### src/rtl/cnn_maxpool2x2_col_pkg.sv
// Shared FP16 types, pooling FSM states and the FP16 compare helpers used by
// the 2x2 column max-pool stage.
package cnn_pool_pkg;

  typedef logic [15:0] fp16_t;

  typedef enum logic [1:0] {
    IDLE,
    WAIT_FIRST,
    WAIT_SECOND
  } pool_state_t;

  localparam fp16_t FP16_POS_ZERO = 16'h0000;

  // Maps sign-magnitude FP16 onto an unsigned-comparable ordering key.
  function automatic logic [15:0] fp16_key(input fp16_t x);
    return x[15] ? ~x : (x | 16'h8000);
  endfunction

  // Returns b only when strictly greater; both signed zeros count as equal,
  // so any tie resolves to the earlier operand a.
  function automatic fp16_t fp16_max2(input fp16_t a, input fp16_t b);
    if ((a[14:0] == 15'd0) && (b[14:0] == 15'd0)) begin
      return a;
    end
    return (fp16_key(b) > fp16_key(a)) ? b : a;
  endfunction

endpackage

### src/rtl/cnn_maxpool2x2_col_if.sv
// Column-stream bus between the conv stage, the max-pool stage and the next
// layer buffer; the pool stage is the slave.
interface cnn_maxpool2x2_col_if #(
  parameter int DATA_WIDTH = 16,
  parameter int IN_SIZE    = 24
);
  localparam int POOL_SIZE = IN_SIZE / 2;
  localparam int COL_W     = $clog2(IN_SIZE + 1);

  logic                  start;
  logic                  in_valid;
  logic [COL_W-1:0]      in_col;
  logic [DATA_WIDTH-1:0] in_data [IN_SIZE];
  logic                  out_valid;
  logic [COL_W-1:0]      out_col;
  logic [DATA_WIDTH-1:0] out_data [POOL_SIZE];
  logic                  frame_done;
  logic                  col_error;

  modport master (
    output start, in_valid, in_col, in_data,
    input  out_valid, out_col, out_data, frame_done, col_error
  );

  modport slave (
    input  start, in_valid, in_col, in_data,
    output out_valid, out_col, out_data, frame_done, col_error
  );
endinterface

### src/rtl/cnn_maxpool2x2_col_fp16_max4.sv
// Combinational FP16 4-input max; ties resolve to the earliest operand in
// a, b, c, d order.
module fp16_max4
  import cnn_pool_pkg::*;
(
  input  fp16_t a_i,
  input  fp16_t b_i,
  input  fp16_t c_i,
  input  fp16_t d_i,
  output fp16_t y_o
);
  fp16_t max_ab;
  fp16_t max_cd;

  assign max_ab = fp16_max2(a_i, b_i);
  assign max_cd = fp16_max2(c_i, d_i);
  assign y_o    = fp16_max2(max_ab, max_cd);
endmodule

### src/rtl/cnn_maxpool2x2_col.sv
// 2x2/stride-2 FP16 max-pool over conv output columns, one pooled column per
// column pair. Optional fused ReLU when CNN_MAXPOOL_RELU_EN is defined.
module cnn_maxpool2x2_col
  import cnn_pool_pkg::*;
#(
  parameter int DATA_WIDTH = 16,
  parameter int IN_SIZE    = 24
) (
  input logic                  clk,
  input logic                  rst,
  cnn_maxpool2x2_col_if.slave  pool_if
);
  localparam int POOL_SIZE = IN_SIZE / 2;
  localparam int COL_W     = $clog2(IN_SIZE + 1);

  if ((IN_SIZE % 2) != 0) begin : g_bad_in_size
    $error("cnn_maxpool2x2_col: IN_SIZE must be even");
  end
  if (DATA_WIDTH != 16) begin : g_bad_data_width
    $error("cnn_maxpool2x2_col: only DATA_WIDTH 16 is supported");
  end

  pool_state_t      state_q, state_d;
  logic [COL_W-1:0] exp_col_q, exp_col_d;
  logic             col_error_q, col_error_d;
  logic             out_valid_q, out_valid_d;
  logic             frame_done_q, frame_done_d;
  logic [COL_W-1:0] out_col_q, out_col_d;
  fp16_t            out_data_q [POOL_SIZE];
  fp16_t            out_data_d [POOL_SIZE];
  fp16_t            col_buf_q  [IN_SIZE];
  fp16_t            pooled     [POOL_SIZE];
  fp16_t            pooled_act [POOL_SIZE];
  logic             buf_load;
  logic             col_match;

  for (genvar p = 0; p < POOL_SIZE; p++) begin : g_pool
    fp16_max4 u_max4 (
      .a_i (col_buf_q[2*p]),
      .b_i (col_buf_q[2*p+1]),
      .c_i (pool_if.in_data[2*p]),
      .d_i (pool_if.in_data[2*p+1]),
      .y_o (pooled[p])
    );
`ifdef CNN_MAXPOOL_RELU_EN
    assign pooled_act[p] = pooled[p][15] ? FP16_POS_ZERO : pooled[p];
`else
    assign pooled_act[p] = pooled[p];
`endif
  end

  assign col_match = pool_if.in_valid && (pool_if.in_col == exp_col_q);

  // NOTE: every always_comb output gets a default first, so no path can infer a latch.
  always_comb begin
    state_d      = state_q;
    exp_col_d    = exp_col_q;
    col_error_d  = col_error_q;
    out_valid_d  = 1'b0;
    frame_done_d = 1'b0;
    out_col_d    = out_col_q;
    out_data_d   = out_data_q;
    buf_load     = 1'b0;

    if (pool_if.start) begin
      state_d     = WAIT_FIRST;
      exp_col_d   = COL_W'(1);
      col_error_d = 1'b0;
    end else begin
      unique case (state_q)
        WAIT_FIRST: begin
          if (col_match) begin
            buf_load  = 1'b1;
            exp_col_d = exp_col_q + 1'b1;
            state_d   = WAIT_SECOND;
          end else if (pool_if.in_valid) begin
            col_error_d = 1'b1;
          end
        end
        WAIT_SECOND: begin
          if (col_match) begin
            out_valid_d = 1'b1;
            out_data_d  = pooled_act;
            out_col_d   = (pool_if.in_col >> 1) - 1'b1;
            exp_col_d   = exp_col_q + 1'b1;
            if (exp_col_q == COL_W'(IN_SIZE)) begin
              state_d      = IDLE;
              frame_done_d = 1'b1;
            end else begin
              state_d = WAIT_FIRST;
            end
          end else if (pool_if.in_valid) begin
            col_error_d = 1'b1;
          end
        end
        default: ;
      endcase
    end
  end

  // NOTE: sequential state uses non-blocking assignments so every register samples pre-edge values.
  always_ff @(posedge clk or posedge rst) begin
    if (rst) begin
      state_q      <= IDLE;
      exp_col_q    <= COL_W'(1);
      col_error_q  <= 1'b0;
      out_valid_q  <= 1'b0;
      frame_done_q <= 1'b0;
      out_col_q    <= '0;
      out_data_q   <= '{default: FP16_POS_ZERO};
    end else begin
      state_q      <= state_d;
      exp_col_q    <= exp_col_d;
      col_error_q  <= col_error_d;
      out_valid_q  <= out_valid_d;
      frame_done_q <= frame_done_d;
      out_col_q    <= out_col_d;
      out_data_q   <= out_data_d;
    end
  end

  // NOTE: the column buffer is left unreset; it is only read in WAIT_SECOND, after a load.
  always_ff @(posedge clk) begin
    if (buf_load) begin
      col_buf_q <= pool_if.in_data;
    end
  end

  assign pool_if.out_valid  = out_valid_q;
  assign pool_if.out_col    = out_col_q;
  assign pool_if.out_data   = out_data_q;
  assign pool_if.frame_done = frame_done_q;
  assign pool_if.col_error  = col_error_q;

endmodule

### src/flat_wrapper.sv
// flat-port wrapper written by rule: the top's interface ports become plain ports
module cnn_maxpool2x2_col_flat import cnn_pool_pkg::*;
#(
  parameter int DATA_WIDTH = 16,
  parameter int IN_SIZE    = 24
)
  (clk, rst, pool_if_start, pool_if_in_valid, pool_if_in_col, pool_if_in_data, pool_if_out_valid, pool_if_out_col, pool_if_out_data, pool_if_frame_done, pool_if_col_error);
  cnn_maxpool2x2_col_if #(.DATA_WIDTH(DATA_WIDTH), .IN_SIZE(IN_SIZE)) pool_if_i ();
  input logic clk;
  input logic rst;
  input wire logic [$bits(pool_if_i.start)-1:0] pool_if_start;
  input wire logic [$bits(pool_if_i.in_valid)-1:0] pool_if_in_valid;
  input wire logic [$bits(pool_if_i.in_col)-1:0] pool_if_in_col;
  input wire logic [$bits(pool_if_i.in_data)-1:0] pool_if_in_data;
  output wire logic [$bits(pool_if_i.out_valid)-1:0] pool_if_out_valid;
  output wire logic [$bits(pool_if_i.out_col)-1:0] pool_if_out_col;
  output wire logic [$bits(pool_if_i.out_data)-1:0] pool_if_out_data;
  output wire logic [$bits(pool_if_i.frame_done)-1:0] pool_if_frame_done;
  output wire logic [$bits(pool_if_i.col_error)-1:0] pool_if_col_error;
  assign pool_if_i.start = pool_if_start;
  assign pool_if_i.in_valid = pool_if_in_valid;
  assign pool_if_i.in_col = pool_if_in_col;
  assign pool_if_i.in_data = {>>{pool_if_in_data}};
  assign pool_if_out_valid = pool_if_i.out_valid;
  assign pool_if_out_col = pool_if_i.out_col;
  assign pool_if_out_data = {>>{pool_if_i.out_data}};
  assign pool_if_frame_done = pool_if_i.frame_done;
  assign pool_if_col_error = pool_if_i.col_error;
  cnn_maxpool2x2_col #(.DATA_WIDTH(DATA_WIDTH), .IN_SIZE(IN_SIZE)) u_core (.clk(clk), .rst(rst), .pool_if(pool_if_i));
endmodule
### config.mk
export PLATFORM = sky130hd
export DESIGN_NAME = cnn_maxpool2x2_col_flat
export DESIGN_NICKNAME = d
export VERILOG_FILES = /design/src/rtl/cnn_maxpool2x2_col_pkg.sv /design/src/rtl/cnn_maxpool2x2_col_if.sv /design/src/rtl/cnn_maxpool2x2_col_fp16_max4.sv /design/src/rtl/cnn_maxpool2x2_col.sv /design/src/flat_wrapper.sv
export SDC_FILE = /design/constraint.sdc
export NUM_CORES = 2
export LEC_CHECK = 0
export CORE_MARGIN = 3
export CORE_UTILIZATION = 26
export CTS_BUF_LIST = sky130_fd_sc_hd__clkbuf_4
export DETAILED_ROUTE_END_ITERATION = 8
export PLACE_DENSITY_LB_ADDON = 0.12
export SYNTH_ARGS = -nofsm -noshare
export SYNTH_HDL_FRONTEND = slang
export SYNTH_SLANG_ARGS = --single-unit
### constraint.sdc
create_clock -name clk -period 17.87 [get_ports clk]
set_input_delay 3.574 -clock clk [delete_from_list [all_inputs] [get_ports clk]]
set_output_delay 3.574 -clock clk [all_outputs]
set_load 0.01 [all_outputs]
==> flow_metrics.env <==
export IMPL_dp_slack_ns=7.325
export IMPL_ctsResizeCount=0
export IMPL_hold_viol_final=0
export IMPL_root_buffer="clkbuf_4"
export IMPL_ff_latch_area_mm2=0.01671
export IMPL_hp_class="reg -> reg"
export IMPL_drc=0
export IMPL_synth_edff_count=384
export IMPL_port_buffers=592
export IMPL_vias=40160
export IMPL_rsz0062_at_grt="false"
export IMPL_grt_overflow=0
export IMPL_ys_flop_type="edfxtp_1"
export IMPL_grt_total_usage_pct=18.31
export IMPL_timing_setup_critical_path_class="in -> reg"
export IMPL_fillCellCount=19790
export IMPL_multi_input_comb_area_mm2=0.03227
export IMPL_slew_headroom_pct=21.49
export IMPL_hold_ws_ns=0.4778
export IMPL_max_freq_mhz=106.7
export IMPL_period_share_pct=52.44
export IMPL_fin_tns_setup_ns=0
export IMPL_grt_max_degree=176
export IMPL_yosys_cell_count_top_type="xnor2_1"
export IMPL_core_region_area_mm2=0.1908
export IMPL_netlist_top_cells_area="edfxtp_1 (23%), ha_1 (14%), xnor2_1 (11%), dfrtp_1 (10%), xor2_1 (7.6%)"
export IMPL_synth_async_reset_ratio_pct=35.03
export IMPL_synthTopCellsByCount="xnor2_1 (657), ha_1 (569), xor2_1 (434), edfxtp_1 (384), mux2i_1 (371)"
export IMPL_h_tree_depth=4
export IMPL_ys_ff_latch=591
export IMPL_syn_avg_cell_area_um2=10.32
export IMPL_tightest_slew_ns=1.178
export IMPL_cts_num_sinks=591
export IMPL_die_width_um=444.7
export IMPL_postPlaceCellArea_mm2=0.05862
export IMPL_final_antenna_net_count=0
export IMPL_start_util_pct=26.23
export IMPL_critical_path_max_fanout=19
export IMPL_final_layout_size_suffix_gt1_share_pct=8.320
export IMPL_dieArea_mm2=0.1978
export IMPL_rows=160
export IMPL_ios=593
export IMPL_dr_first_iter_drc_count=2007
export IMPL_fin_ws_ns=8.500
export IMPL_slew_viol_final=0
export IMPL_ys_types=94
export IMPL_cp_arrival_ns=10.44
export IMPL_cts_tree="done"
export IMPL_nets=6392
export IMPL_yosysTopAreaCell="edfxtp_1"
export IMPL_stdcell_area_mm2=0.06115
export IMPL_fin_worst_skew_ns=0.06186
export IMPL_drt_total_wl_um=185200
export IMPL_post_dp_hpwl_um=144000
export IMPL_p_leak_nw=23.60
export IMPL_end_kind="flip-flop"
export IMPL_hold_buffers=0
export IMPL_grt_pass1_wl_um=275400
export IMPL_cp_start_kind="input pin"
export IMPL_status="finished clean"
export IMPL_ys_warn_count=0
export IMPL_die_h_um=444.7
export IMPL_setup_viol=0
export IMPL_gp_congestion=0.8517
export IMPL_yosys_area_top_type_share_pct=23.04
export IMPL_synth_fp_nets=5810
export IMPL_vias_per_cell=4.945
export IMPL_area_growth_pct=22.20
export IMPL_cp_required_ns=18.94
export IMPL_cts_inserted_buffers=188
export IMPL_syn_area_mm2=0.05004
export IMPL_cap_violations=0
export IMPL_dr_pass1_iters=7
export IMPL_cts_path_max_buffers=3
export IMPL_peakVddDrop_uv=52.92
export IMPL_post_cts_buffers=0
export IMPL_yosysSeqAreaShare_pct=33.40
export IMPL_antenna_found_initial=31
export IMPL_grt_pass1_vias=41670
export IMPL_wire_per_inst_um=22.80
export IMPL_clk_latency_ns=1.20
export IMPL_power_per_cell_area_mw_per_mm2=67.26
export IMPL_path_clk_slew_ns=0.07
export IMPL_fin_crit_ns=9.370
export IMPL_synth_cells=4848
## where the power goes
part           switching [mW]  internal, mW  leakage (nW)
Combinational           0.670         0.505          15.8
Sequential            0.00614          1.46          6.34
Clock                   0.706         0.761          1.48
Total                    1.38          2.73          23.6
## registers in the layout (all words and copies together), names as in the netlist
name,flops
u_core.col_buf_q,384
u_core.pool_if.out_data,192
u_core.state_q,2
u_core.pool_if.out_valid,1
u_core.pool_if.out_col,5
u_core.exp_col_q,5
u_core.pool_if.frame_done,1
u_core.pool_if.col_error,1
## per-layer routing
| layer | vias to the layer above | global-route usage [%] | wire (µm) |
|---|---|---|---|
| li1 | 19360 | - | - |
| met1 | 19470 | 23.38 | 82170 |
| met2 | 996 | 30.67 | 88280 |
| met3 | 329 | 2.758 | 7160 |
| met4 | 2 | 7.782 | 7592 |
| met5 | - | 0 | 13 |
## placed cells by master (no fill, tap or decap), types with 203 or more instances in the layout
cell type | synthesis | layout
xor2_1 | 434 | 434
nand2_1 | 203 | 203
dfrtp_1 | 206 | 206
a21oi_1 | 254 | 253
nor2_1 | 208 | 207
mux2i_1 | 371 | 365
edfxtp_1 | 384 | 384
clkdlybuf4s50_1 | 0 | 592
xnor2_1 | 657 | 657
ha_1 | 569 | 569
clkbuf_4 | 0 | 272
## area by class of cell
| class | count | area share, % |
|---|---|---|
| Tap cell | 2511 | 5.138 |
| Multi-Input combinational cell | 3958 | 52.77 |
| Inverter | 53 | 0.3376 |
| Antenna cell | 22 | 0.09003 |
| Timing Repair Buffer | 638 | 10.28 |
| Sequential cell | 591 | 27.33 |
| Clock inverter | 77 | 0.7182 |
| Clock buffer | 272 | 3.339 |
## stage by stage
stage / cells / utilization, % / total power [mW]
finish: 8122 / 32.05 / 4.113
floorplan: 4848 / - / 2.291
detailed placement: 7751 / 30.72 / 2.673
CTS: 8100 / 32.02 / 4.203
global route: 8117 / 32.05 / 4.405
global placement: 7751 / 30.72 / 2.671
## cell families after synthesis
kind of cell / after synthesis / share of synthesized area [%]
buffers and inverters: 299 / 2.425
flip-flops: 591 / 33.40
XOR/XNOR: 1091 / 19.09
AO/OA/AOI/OAI: 803 / 10.93
AND/OR/NAND/NOR: 1053 / 10.85
multiplexers: 432 / 8.871
adder cells (fa/ha/maj): 579 / 14.43
## worst max-delay path: stages
cell and delay (ns):
clkdlybuf4s50_1 1.23, xnor2_1 0.17, ha_1 0.34, nand4_1 0.15, or4_1 0.59, a21oi_1 0.14, a211oi_1 0.09, nor3_2 0.19
buf_4 0.33, mux2i_4 0.77, xor2_1 0.15, ha_1 0.34, a2111oi_0 0.37, o21ai_0 0.15, a21oi_1 0.21, a21oi_1 0.09
mux2_2 0.30, o221ai_2 0.61, nor2_1 0.35, a21boi_0 0.26
## path summary, 6_finish.rpt
path	start	end	slack [ns]	cells past startpoint
setup / recovery	pool_if_in_data[191]	u_core.pool_if.out_data[90]	8.50	20
hold / removal	u_core.pool_if.out_data[143]	u_core.pool_if.out_data[143]	0.48	1
setup reg to reg	u_core.col_buf_q[111]	u_core.pool_if.out_data[58]	11.03	18
hold reg to reg	u_core.pool_if.out_data[143]	u_core.pool_if.out_data[143]	0.48	1
max in group asynchronous	rst	u_core.pool_if.out_data[116]	13.08	4
min in group asynchronous	rst	u_core.pool_if.out_data[162]	2.87	2
No activity file was read; power rests on OpenSTA's default activity.
